**src/rtl/score_overlay.sv**
```systemverilog
// score_overlay: saturating 4-digit BCD coin score drawn as seven-segment digits over gfx RGB.
// Latency: 2 pixel clocks for RGB/de/hs/vs; o_score updates 1 clock after a coin edge.
// Backpressure: none (free-running pixel stream). Optional macro SCORE_FLASH_EN adds a pickup flash.
module score_overlay #(
    parameter logic [15:0] POS_X        = 16'd1100,
    parameter logic [15:0] POS_Y        = 16'd16,
    parameter int          SCALE_LOG2   = 2,
    parameter logic [23:0] FG_RGB       = 24'hFFFF00,
    parameter int          FLASH_FRAMES = 8
) (
    input  logic        i_pix_clk,
    input  logic        i_rst,
    input  logic [15:0] i_sx,
    input  logic [15:0] i_sy,
    input  logic        i_de,
    input  logic        i_hs,
    input  logic        i_vs,
    input  logic        i_frame,
    input  logic [7:0]  i_red,
    input  logic [7:0]  i_green,
    input  logic [7:0]  i_blue,
    input  logic        i_coin_hit,
    input  logic        i_clear,
    output logic [7:0]  o_red,
    output logic [7:0]  o_green,
    output logic [7:0]  o_blue,
    output logic        o_de,
    output logic        o_hs,
    output logic        o_vs,
    output logic [15:0] o_score
);
    localparam int U = 1 << SCALE_LOG2;
    localparam logic signed [16:0] BOX_W = 17'(24 * U);
    localparam logic signed [16:0] BOX_H = 17'(11 * U);

    logic        coin_q, inc, sat, flash, lower9;
    logic [15:0] score, shown_score, score_inc;

    assign inc = i_coin_hit & ~coin_q;
    assign sat = (score == 16'h9999);

    // A digit rolls over or increments only when every lower digit is 9.
    always_comb begin
        score_inc = score;
        lower9    = 1'b1;
        for (int i = 0; i < 4; i++) begin
            if (lower9) begin
                if (score[i*4 +: 4] == 4'd9) score_inc[i*4 +: 4] = 4'd0;
                else                         score_inc[i*4 +: 4] = score[i*4 +: 4] + 4'd1;
            end
            lower9 = lower9 & (score[i*4 +: 4] == 4'd9);
        end
    end

    always_ff @(posedge i_pix_clk) begin
        if (i_rst) begin
            coin_q      <= 1'b0;
            score       <= '0;
            shown_score <= '0;
        end else begin
            coin_q <= i_coin_hit;
            if (i_clear)          score <= '0;
            else if (inc && !sat) score <= score_inc;
            if (i_frame) shown_score <= score;
        end
    end

    assign o_score = score;

`ifdef SCORE_FLASH_EN
    localparam int FW = $clog2(FLASH_FRAMES + 1);
    logic [FW-1:0] flash_cnt;

    always_ff @(posedge i_pix_clk) begin
        if (i_rst || i_clear)               flash_cnt <= '0;
        else if (inc && !sat)               flash_cnt <= FW'(FLASH_FRAMES);
        else if (i_frame && flash_cnt != 0) flash_cnt <= flash_cnt - FW'(1);
    end
    assign flash = (flash_cnt != '0);
`else
    // Flash never active in this build.
    assign flash = (FLASH_FRAMES < 0);
`endif

    // Stage 1: box hit test and cell-local unit coordinates.
    logic signed [16:0] dx, dy;
    logic               in_box;
    logic [4:0]         ux;
    logic [1:0]         dig;
    logic [2:0]         cx;

    assign dx     = $signed({i_sx[15], i_sx}) - $signed({1'b0, POS_X});
    assign dy     = $signed({i_sy[15], i_sy}) - $signed({1'b0, POS_Y});
    assign in_box = (dx >= 17'sd0) && (dx < BOX_W) && (dy >= 17'sd0) && (dy < BOX_H);
    assign ux     = 5'(dx >>> SCALE_LOG2);

    always_comb begin
        dig = 2'd3;
        cx  = 3'(ux);
        if (ux >= 5'd18)      begin dig = 2'd0; cx = 3'(ux - 5'd18); end
        else if (ux >= 5'd12) begin dig = 2'd1; cx = 3'(ux - 5'd12); end
        else if (ux >= 5'd6)  begin dig = 2'd2; cx = 3'(ux - 5'd6);  end
    end

    logic        s1_in_box, s1_de, s1_hs, s1_vs;
    logic [1:0]  s1_dig;
    logic [2:0]  s1_cx;
    logic [3:0]  s1_cy;
    logic [23:0] s1_rgb;

    always_ff @(posedge i_pix_clk) begin
        if (i_rst) begin
            s1_in_box <= 1'b0;
            s1_dig    <= '0;
            s1_cx     <= '0;
            s1_cy     <= '0;
            s1_de     <= 1'b0;
            s1_hs     <= 1'b0;
            s1_vs     <= 1'b0;
            s1_rgb    <= '0;
        end else begin
            s1_in_box <= in_box;
            s1_dig    <= dig;
            s1_cx     <= cx;
            s1_cy     <= 4'(dy >>> SCALE_LOG2);
            s1_de     <= i_de;
            s1_hs     <= i_hs;
            s1_vs     <= i_vs;
            s1_rgb    <= {i_red, i_green, i_blue};
        end
    end

    // Stage 2: segment decode, leading-zero blanking and colour mux.
    logic [3:0]  nib;
    logic [6:0]  segs;
    logic        blank, on_h, top, bot, hit, lit;
    logic [23:0] pix;

    assign nib = shown_score[{s1_dig, 2'b00} +: 4];

    always_comb begin
        case (s1_dig)
            2'd3:    blank = (shown_score[15:12] == 4'd0);
            2'd2:    blank = (shown_score[15:8] == 8'd0);
            2'd1:    blank = (shown_score[15:4] == 12'd0);
            default: blank = 1'b0;
        endcase
    end

    always_comb begin
        case (nib)   // {a,b,c,d,e,f,g}
            4'd0:    segs = 7'h7E;
            4'd1:    segs = 7'h30;
            4'd2:    segs = 7'h6D;
            4'd3:    segs = 7'h79;
            4'd4:    segs = 7'h33;
            4'd5:    segs = 7'h5B;
            4'd6:    segs = 7'h5F;
            4'd7:    segs = 7'h70;
            4'd8:    segs = 7'h7F;
            4'd9:    segs = 7'h7B;
            default: segs = 7'h00;
        endcase
    end

    assign on_h = (s1_cx >= 3'd1) && (s1_cx <= 3'd4);
    assign top  = (s1_cy >= 4'd1) && (s1_cy <= 4'd4);
    assign bot  = (s1_cy >= 4'd6) && (s1_cy <= 4'd9);
    assign hit  = (segs[6] && s1_cy == 4'd0  && on_h) ||
                  (segs[5] && s1_cx == 3'd5  && top)  ||
                  (segs[4] && s1_cx == 3'd5  && bot)  ||
                  (segs[3] && s1_cy == 4'd10 && on_h) ||
                  (segs[2] && s1_cx == 3'd0  && bot)  ||
                  (segs[1] && s1_cx == 3'd0  && top)  ||
                  (segs[0] && s1_cy == 4'd5  && on_h);
    assign lit  = s1_in_box && !blank && hit;

    always_comb begin
        pix = s1_rgb;
        if (lit)                     pix = flash ? ~FG_RGB : FG_RGB;
        else if (s1_in_box && flash) pix = FG_RGB;
        if (!s1_de)                  pix = '0;
    end

    always_ff @(posedge i_pix_clk) begin
        if (i_rst) begin
            {o_red, o_green, o_blue} <= '0;
            o_de <= 1'b0;
            o_hs <= 1'b0;
            o_vs <= 1'b0;
        end else begin
            {o_red, o_green, o_blue} <= pix;
            o_de <= s1_de;
            o_hs <= s1_hs;
            o_vs <= s1_vs;
        end
    end
endmodule

```
**config.mk**
```make
export PLATFORM = sky130hd
export DESIGN_NAME = score_overlay
export DESIGN_NICKNAME = d
export VERILOG_FILES = /design/src/rtl/score_overlay.sv
export SDC_FILE = /design/constraint.sdc
export NUM_CORES = 1
export LEC_CHECK = 0
export CORE_AREA = 2 2 100 102
export CTS_CLUSTER_SIZE = 25
export DETAILED_ROUTE_END_ITERATION = 8
export DIE_AREA = 0 0 102 104
export GPL_ROUTABILITY_DRIVEN = 0
export GPL_TIMING_DRIVEN = 0
export MAX_ROUTING_LAYER = met4
export PLACE_DENSITY = 0.77
export SLEW_MARGIN = 20
export SYNTH_ARGS = -nofsm -noshare
export SYNTH_HDL_FRONTEND = slang
export SYNTH_SLANG_ARGS = --single-unit
```
**constraint.sdc**
```tcl
create_clock -name i_pix_clk -period 2.6 [get_ports i_pix_clk]
set_input_delay 0.78 -clock i_pix_clk [delete_from_list [all_inputs] [get_ports i_pix_clk]]
set_output_delay 0.78 -clock i_pix_clk [all_outputs]
set_load 0.03 [all_outputs]
```
After elaboration in Yosys (flattened, before gate mapping) --
Memory sizes are Yosys's and may differ from the RTL's. Cells that the tools add are included.
Word-level totals: register bits after elaboration 97, bits in latches 0, memory bits (writable) 0, ROM bits 112, input port bits 64, word-level logic and storage cells 116, memories kept 1
Memories:
- (name not given) | words 16, bits a word 7, read ports 1, clocked after memory_dff 0, wr ports 0, line 151 | case (nib)
Cells by class: add/subtract/negate cells 9, multipliers 0, div/mod/pow operators 0, $lt $le $gt $ge 13, equal/unequal tests 11, shift-type cells 1, muxes and demuxes 11, bitwise logic cells 5, reductions and logical operators 44
Operators by type and width (number):
- 17-bit by 1-bit >= comparator with 1-bit output (second input constant) | 2
- 24-bit two-way mux | 1
- 1-bit logical AND | 23
- 4-bit equality test (second input constant) | 5
- 17-bit by 7-bit less-than comparator with 1-bit output (second input constant) | 1
- 17-bit by 8-bit less-than comparator with 1-bit output (second input constant) | 1
- 16-bit by 12-bit subtractor with 17-bit output (second input constant) | 1
- 16-bit by 6-bit subtractor with 17-bit output (second input constant) | 1
- 4-bit by 1-bit adder with 4-bit output (second input constant) | 4
- 16-bit equality test (second input constant) | 1
- 4-bit two-way mux | 4
- 16-bit by 5-bit variable part select with 4-bit output | 1
- 12-bit zero test | 1
- 3-bit two-way mux | 3
- 4-bit zero test | 2
- 8-bit zero test | 1
- 1-bit logical OR | 6
- 2-bit AND reduction | 3
- 2-bit OR reduction | 3
- 3-bit OR reduction | 2
- 3-bit subtractor (second input constant) | 2
- 5-bit by 3-bit >= comparator with 1-bit output (second input constant) | 1
- 5-bit by 4-bit >= comparator with 1-bit output (second input constant) | 1
- 5-bit >= comparator (second input constant) | 1
- other kinds (17) | 23

Logic depth before layout (Yosys ltp) --
Gate-level depths: netlist of the first run. An unclocked memory read counts as a cell.
word-level depth 12, depth in mapped cells 10, mapped depth without buffers 9

Worst setup path before layout of the first run --
No wires, ideal clock.
kind flip-flop to flip-flop, start point register s1_dig[0], end point register o_blue[3], library setup time 117 ps, data arrival time 2382 ps, required time 2483 ps, setup slack 101 ps, stages on the path, launching flop included 11, buffers on the path 2, clock period less this slack 2499 ps, cells stage by stage dfxtp_1 -> buf_6 -> mux4_2 -> inv_1 -> ha_1 -> and2_1 -> o21ai_0 -> a22oi_1 -> a211o_1 -> buf_6 -> and4b_1
Between the ends: word-level cells in the longest chain between the ends 12, elaborated cells between the ends (all ways) 30, those cells by class eq/ne: 3; shift: 1; mux: 1; reduce/logical: 24; memory: 1
Ends and longest elaborated chain:
- start, declared | line 106 | logic [1:0] s1_dig;
- start signal, assigned | line 123 | s1_dig <= dig;
- 16-bit by 5-bit variable part select with 4-bit output | line 139 | assign nib = shown_score[{s1_dig, 2'b00} +: 4];
- memory read 16 x 7 bit
- 1-bit logical AND (on tied branches) (2 in series) | line 169, 170
- 1-bit logical OR | line 169 | assign hit = (segs[6] && s1_cy == 4'd0 && on_h) ||
- 1-bit logical OR | line 170 | (segs[5] && s1_cx == 3'd5 && top) ||
- 1-bit logical OR | line 171 | (segs[4] && s1_cx == 3'd5 && bot) ||
- 1-bit logical OR | line 172 | (segs[3] && s1_cy == 4'd10 && on_h) ||
- 1-bit logical OR | line 173 | (segs[2] && s1_cx == 3'd0 && bot) ||
- 1-bit logical OR | line 174 | (segs[1] && s1_cx == 3'd0 && top) ||
- 1-bit logical AND * | line 176 | assign lit = s1_in_box && !blank && hit;
- 3-bit OR reduction (no source line) *
- end signal, assigned | line 192 | {o_red, o_green, o_blue} <= pix;
- end, declared | line 26 | output logic [7:0] o_blue,
Mark *: on every way between the ends. The rest lies on a longest branch, timed or not. A chain may end at the register's enable or synchronous reset.

Worst setup path in the final report of the first run --
start point register s1_dig[0], end point register o_blue[4]
Same word-level chain as after synthesis.

==> parameters.txt, run 1 <==
Parameter                              Value

Yosys
  Top FF cell, synth ... sky130_fd_sc_hd__dfxtp_1
  Post-synthesis sequential area ratio ... 48.7%
  Largest cells by area after synthesis ... sky130_fd_sc_hd__dfxtp_1 49%, sky130_fd_sc_hd__nor2_1 6.1%, sky130_fd_sc_hd__nor2b_1 5.6%, sky130_fd_sc_hd__mux2i_1 5.0%, sky130_fd_sc_hd__ha_1 3.8%
  Area share of xor/xnor cells in the synthesized design ... 3.95%
  Fraction of synthesized cell area taken by the top area cell type ... 48.7%
  Most area-hungry cell type in the Yosys netlist ... sky130_fd_sc_hd__dfxtp_1
  Number of flops mapped to enable cells by yosys ... 0
  Adder-cell share of the synthesized area ... 3.76%
  Post-synthesis simple-gate area fraction ... 24.3%
  Nets in the synthesized netlist ... 497
  Synthesized area per cell ... 9.48 sq um
  Proportion of register bits with asynchronous set or reset after synthesis ... 0%
  Number of synthesized register bits ... 97
  Complex-gate fraction of the synthesized area ... 8.21%
  Count of cell types in the netlist ... 47
  Count of warnings emitted by yosys ... 0
  Dominant combinational cell family by area after synthesis ... simple AND/OR/NAND/NOR gates
  Netlist Area Pre-Place ... 0.00399 sq mm
  Multiplexer area fraction after synthesis ... 7.93%
  Number of instances in the synthesized netlist ... 421

Global routing
  Antenna violations before repair ... 0
  Congestion Overflow GR ... 0
  First-pass GRT wire length ... 14400 um
  Via count of the first global-routing pass ... 3219
  Largest net degree at the start of global routing ... 18
  Global-route total usage across every layer ... 17.2%

Critical path
  Crit. Startpoint ... s1_dig[0]
  WP data required ... 2.86 ns
  Critical Path Fanout Max ... 6
  Worst r2r path cells ... 10
  Worst setup path class ... flip-flop to flip-flop
  Capturing point of the worst reg2reg path ... o_blue[4]
  Crit Reg-Reg Startpoint ... s1_dig[0]
  Arrival time of data at the critical path endpoint ... 2.78 ns
  Slack of the worst reg-to-reg path ... 0.07 ns
  Endpoint kind of the worst setup timing path ... flip-flop
  Critical path startpoint category ... flip-flop

Place
  Total placed cells including tap cells ... 655
  Post-detail-place hpwl ... 6790 um
  Buffers added on ports ... 101
  Post-placement cell area ... 0.00517 sq mm

Routing
  Total DRC errors in the routed layout ... 0
  Via count ... 3336
  Wire length per cell after detailed routing ... 13.7 um
  Iter 0 DRT Violations ... 108
  Drt first pass iters ... 4
  Overall routed net length ... 9230 um
  Via density ... 4.94
  Remaining antenna violation count ... 0

Timing
  Final Hold Vio Count ... 0
  Worst slew margin ... 51.7%
  Setup repair after global routing missed its margin ... no
  Least-Margin Pin Slew ... 0.725 ns
  Endpoints failing setup ... 0
  Final Skew ... 0.0167 ns
  Number of pins exceeding their max-slew limit in the final report ... 0
  Share of the clock period used by the worst path after layout ... 97.1%
  Maximum clock frequency ... 0.396 GHz
  Time the final worst path needs with I/O delays and setup ... 2.53 ns

Final layout
  Area growth from synthesis to final layout ... 38.4%
  Area taken by multi-input logic gates ... 0.00202 sq mm
  Final design utilization ... 57.8%
  Storage element area ... 0.00194 sq mm
  Filler Cell Count ... 864
  Most frequent cells in the layout ... 100 x sky130_fd_sc_hd__clkdlybuf4s50_1, 96 x sky130_fd_sc_hd__dfxtp_1, 65 x sky130_fd_sc_hd__nor2_1
  Fin nets ... 613
  Leading cell type in the layout, fill and taps excluded ... sky130_fd_sc_hd__clkdlybuf4s50_1
  Fraction of final layout cells with drive strength greater than 1 ... 9.96%
  Post-route standard cell area excluding fillers ... 0.00552 sq mm
  Non-filler instance count after layout ... 675
  Antenna cell count ... 0

Clock tree
  Library cell used as clock root buffer ... sky130_fd_sc_hd__clkbuf_8
  Worst skew pair latency ... 0.37 ns
  Number of sinks handled by clock tree synthesis ... 97
  Number of buffers created by CTS ... 9
  Hold-fix buffer count after cts ... 0
  Deepest level of the CTS H-tree ... 3
  Clock-pin slew on the worst setup and hold paths ... 0.10 ns
  Buffers from clock root to sink, at most ... 2
  TritonCTS clock tree ... done

Flow run
  Max cap viols ... 0

Floorplan
  Die outline width ... 102 um
  I/O pin total ... 107
  Die height ... 104 um
  Core region area ... 0.00955 sq mm
  Row count ... 36
  Initial Util ... 41.8%
  Total Die Area ... 0.0106 sq mm

Min path
  Hold worst-path end ... o_vs
  Kind of path behind the tightest hold check ... flip-flop to flip-flop
  Instance count along the most critical hold path ... 1
  Min-Delay Startpoint ... s1_vs

Power
  Power per Cell Area ... 543 mW/mm^2
  Static leakage power ... 2.10 nW
  IR drop worst, VDD ... 0.000334 V

Outcome
  Run status ... finished, final reports clean
-- registers in the layout, summed over array words and instances (netlist names), 2 cells and up --
register / flops
o_blue: 8
o_red: 8
s1_cy: 4
s1_cx: 3
o_green: 8
s1_dig: 2
shown_score: 16
o_score: 16
s1_rgb: 24
-- logic make-up after synthesis --
| kind of cell | Yosys count |
|---|---|
| multiplexers | 26 |
| buffers and inverters | 29 |
| AO/OA/AOI/OAI | 56 |
| AND/OR/NAND/NOR | 183 |
| flip-flops | 97 |
| adder cells (fa/ha/maj) | 12 |
| XOR/XNOR | 18 |
-- cell type report --
cell class,count,share of cell area [%]
Multi-Input combinational cell,295,36.5
Sequential cell,97,35.2
Timing Repair Buffer,105,18.9
Tap cell,133,3.01
Clock buffer,10,2.31
Clock inverter,6,1.74
Buffer,17,1.54
Inverter,12,0.815
-- worst max-delay path, stage by stage, from the launching register on --
cell and delay, ns:
sky130_fd_sc_hd__dfxtp_2 0.33, sky130_fd_sc_hd__buf_6 0.12, sky130_fd_sc_hd__mux4_2 0.57, sky130_fd_sc_hd__inv_2 0.12, sky130_fd_sc_hd__ha_4 0.20, sky130_fd_sc_hd__and2_4 0.15, sky130_fd_sc_hd__o21ai_4 0.17, sky130_fd_sc_hd__a21oi_2 0.08
sky130_fd_sc_hd__a211o_4 0.36, sky130_fd_sc_hd__buf_6 0.13, sky130_fd_sc_hd__and4b_1 0.19
-- through the flow --
stage | setup TNS [ns] | hold WS [ns] | setup WS, ns | total power [mW]
after global placement | -2.97 | 0.422 | -0.590 | 1.90
after CTS | 0 | 0.451 | 0.00828 | 3.00
final | 0 | 0.445 | 0.0749 | 3.00
after global routing | 0 | 0.474 | 0.00934 | 3.10
after floorplan | 0 | 0.414 | 0.101 | 1.76
after detailed placement | -4.45 | 0.439 | -0.625 | 1.91
-- worst max path at each step --
stage                     end  cells past startpoint
floorplan           o_blue[3]                     10
global placement    s1_in_box                      9
detailed placement  s1_in_box                      9
CTS                 o_blue[1]                     10
global route        o_blue[4]                     10
finish              o_blue[4]                     10
-- cells in the mapped netlist, types with 3 or more instances --
cell type                  number
sky130_fd_sc_hd__a21oi_1       29
sky130_fd_sc_hd__a31oi_1        3
sky130_fd_sc_hd__and4b_1        8
sky130_fd_sc_hd__buf_2          3
sky130_fd_sc_hd__clkbuf_1      12
sky130_fd_sc_hd__dfxtp_1       97
sky130_fd_sc_hd__ha_1          12
sky130_fd_sc_hd__inv_1         12
sky130_fd_sc_hd__mux2i_1       20
sky130_fd_sc_hd__mux4_2         4
sky130_fd_sc_hd__nand2_1       19
sky130_fd_sc_hd__nand2b_1       7
sky130_fd_sc_hd__nand3_1        9
sky130_fd_sc_hd__nand4_1        4
sky130_fd_sc_hd__nor2_1        65
sky130_fd_sc_hd__nor2b_1       36
sky130_fd_sc_hd__nor3_1         9
sky130_fd_sc_hd__nor3b_1        3
sky130_fd_sc_hd__nor4_1         7
sky130_fd_sc_hd__o21ai_0       11
sky130_fd_sc_hd__or3_1          3
sky130_fd_sc_hd__xnor2_1        9
sky130_fd_sc_hd__xor2_1         9
-- report_power, final --
part,total [mW],switching (mW),internal [mW]
clock network,1.09,0.537,0.556
registers,1.55,0.0202,1.53
logic,0.354,0.162,0.192
total,3.00,0.720,2.28
-- repair_timing --
action / 4_1_cts / 5_1_grt
setup endpoints to repair: 19 / 27
setup buffers: 2 / 1
pin swaps: 3 / 4
gates cloned: 0 / 1
resized for setup: 8 / 16
-- per-layer routing --
metal  global-route usage (%)  routed length [um]  vias up
li1                         -                   -     1668
met1                     19.8                4010     1551
met2                     29.6                4610       98
met3                     3.43                 456       19
met4                     5.81                 153        0
met5                        -                   0        -
Note: power is estimated with default switching activity, not from simulation.
==> run 2, diff against run 1 <==
--- a/config.mk
+++ b/config.mk
@@ -9,11 +9,10 @@
 export CTS_CLUSTER_SIZE = 25
 export DETAILED_ROUTE_END_ITERATION = 8
 export DIE_AREA = 0 0 102 104
-export GPL_ROUTABILITY_DRIVEN = 0
+export GPL_ROUTABILITY_DRIVEN = 1
 export GPL_TIMING_DRIVEN = 0
 export MAX_ROUTING_LAYER = met4
 export PLACE_DENSITY = 0.77
-export SLEW_MARGIN = 20
 export SYNTH_ARGS = -nofsm -noshare
 export SYNTH_HDL_FRONTEND = slang
 export SYNTH_SLANG_ARGS = --single-unit
==> results of run 2 <==
Final layout, timing and power as in run 1 (identical DEF).
==> run 3, diff against run 2 <==
--- a/config.mk
+++ b/config.mk
@@ -5,10 +5,10 @@
 export SDC_FILE = /design/constraint.sdc
 export NUM_CORES = 1
 export LEC_CHECK = 0
-export CORE_AREA = 2 2 100 102
+export CORE_AREA = 2 2 90 113
 export CTS_CLUSTER_SIZE = 25
 export DETAILED_ROUTE_END_ITERATION = 8
-export DIE_AREA = 0 0 102 104
+export DIE_AREA = 0 0 92 115
 export GPL_ROUTABILITY_DRIVEN = 1
 export GPL_TIMING_DRIVEN = 0
 export MAX_ROUTING_LAYER = met4
==> parameters.txt, run 3 (same netlist as run 1, synthesis figures left out) <==
Parameter                              Value

Final layout
  Filler Cell Count ... 798
  Final design utilization ... 58.4%
  Fraction of final layout cells with drive strength greater than 1 ... 9.39%
  Post-route standard cell area excluding fillers ... 0.00556 sq mm
  Area growth from synthesis to final layout ... 39.2%
  Register ranked first by flip-flop count ... s1_rgb
  Fin nets ... 614
  Most frequent cells in the layout ... 97 x sky130_fd_sc_hd__dfxtp_1, 97 x sky130_fd_sc_hd__clkdlybuf4s50_1, 65 x sky130_fd_sc_hd__nor2_1
  Antenna cell count ... 0
  Flip-flop count of the largest register after layout ... 24

Clock tree
  Deepest level of the CTS H-tree ... 3
  Worst skew pair latency ... 0.33 ns
  Clock-pin slew on the worst setup and hold paths ... 0.06 ns
  Number of buffers created by CTS ... 9
  Hold-fix buffer count after cts ... 0
  Buffers from clock root to sink, at most ... 2
  Library cell used as clock root buffer ... sky130_fd_sc_hd__clkbuf_16
  TritonCTS clock tree ... done
  Number of sinks handled by clock tree synthesis ... 97

Routing
  Total DRC errors in the routed layout ... 0
  Remaining antenna violation count ... 0
  Iter 0 DRT Violations ... 89
  Met2 wire length ... 4960 um
  Wire length per cell after detailed routing ... 13.4 um
  Drt first pass iters ... 4
  Overall routed net length ... 8970 um
  Met3 WL post-DR ... 359 um
  Highest routing layer actually used ... met4
  Met1 wire length ... 3610 um
  Via count ... 3345
  Via density ... 5.00

Timing
  Endpoints failing setup ... 0
  Final Hold Vio Count ... 0
  Post-Route Setup TNS ... 0 ns
  Least-Margin Pin Slew ... 0.675 ns
  Final Skew ... 0.00567 ns
  Share of the clock period used by the worst path after layout ... 96.0%
  Time the final worst path needs with I/O delays and setup ... 2.50 ns
  Number of pins exceeding their max-slew limit in the final report ... 0
  Maximum clock frequency ... 0.401 GHz
  Worst slew margin ... 54.4%
  Setup ws final ... 0.105 ns

Global routing
  Antenna violations before repair ... 0
  Via count of the first global-routing pass ... 3278
  Congestion Overflow GR ... 0
  First-pass GRT wire length ... 14800 um
  Global-route total usage across every layer ... 17.8%
  Largest net degree at the start of global routing ... 17

Flow run
  Max cap viols ... 0

Place
  Buffers added on ports ... 101
  RD Place Congestion ... 0.812
  Post-placement cell area ... 0.00516 sq mm
  Post-detail-place hpwl ... 6670 um
  Worst slack after detailed placement ... -0.671 ns

Min path
  Kind of path behind the tightest hold check ... flip-flop to flip-flop

Critical path
  Largest incremental delay on the critical path ... 0.54 ns
  Endpoint kind of the worst setup timing path ... flip-flop
  Crit-path slowest cell ... sky130_fd_sc_hd__mux4_2
  Critical Path Fanout Max ... 6
  Critical Path, Cell by Cell ... buf_6 > mux4_2 > buf_4 > or2_2 > nand2_1 > nand3_1 > a211o_1 > buf_4 > and4b_1
  Worst setup path class ... flip-flop to flip-flop
  Arrival time of data at the critical path endpoint ... 2.72 ns
  WP data required ... 2.83 ns
  Critical path startpoint category ... flip-flop
  CP most frequent cell ... sky130_fd_sc_hd__buf_4

Floorplan
  Row count ... 40
  Core region area ... 0.00951 sq mm
  Total Die Area ... 0.0106 sq mm
  I/O pin total ... 107
  Initial Util ... 42.0%
  Die outline width ... 92 um
  Die height ... 115 um

Power
  IR drop worst, VDD ... 0.000331 V
  Sum of internal, switching and leakage power ... 3.17 mW
  Power per Cell Area ... 571 mW/mm^2
  Static leakage power ... 2.15 nW

Outcome
  Run status ... finished, final reports clean
## run 3: metrics by stage
stage | hold WS [ns] | std cells
floorplan | 0.414 | 421
global placement | 0.420 | 648
detailed placement | 0.430 | 648
CTS | 0.445 | 667
global route | 0.472 | 669
finish | 0.440 | 669
## run 3: final cells by class
type | instances | area (sq um) | area share [%]
inverters | 12 | 45.0 | 0.811
multi-input cells | 295 | 1980 | 35.6
plain buffers | 17 | 87.6 | 1.58
clock inverters | 7 | 68.8 | 1.24
flip-flops and latches | 97 | 1940 | 35.0
well taps | 126 | 158 | 2.84
repair buffers | 106 | 1050 | 18.9
clock buffers | 9 | 225 | 4.05
## run 3: critical path, delay by kind of cell, from the launching register on
| family | cells | cell delay, ns |
|---|---|---|
| AO/OA/AOI/OAI | 1 | 0.33 |
| buffers and inverters | 3 | 0.46 |
| flip-flops | 1 | 0.33 |
| multiplexers | 1 | 0.54 |
| AND/OR/NAND/NOR | 4 | 0.72 |
## run 3: path summary, 6_finish.rpt
kind         slack, ns        end  depth (start not counted)      start
max reg2reg       0.10  o_blue[2]                          9  s1_dig[0]
max               0.10  o_blue[2]                          9  s1_dig[0]
min reg2reg       0.44       o_hs                          1      s1_hs
min               0.44       o_hs                          1      s1_hs
## run 3: metal layers
metal | up-vias | global-route usage, %
met3 | 4 | 3.21
met1 | 1585 | 18.6
met2 | 82 | 33.4
met4 | 0 | 6.37
met5 | - | -
li1 | 1674 | -
## run 3: repair_timing
item / in CTS / in global routing
resized for setup: 8 / 15
pin swaps: 2 / 5
buffers inserted: 3 / 2
setup endpoints to repair: 27 / 28
## run 3: where the power goes
| part | internal (mW) | switching, mW |
|---|---|---|
| sequential | 1.53 | 0.0204 |
| clock | 0.742 | 0.535 |
| combinational | 0.187 | 0.154 |
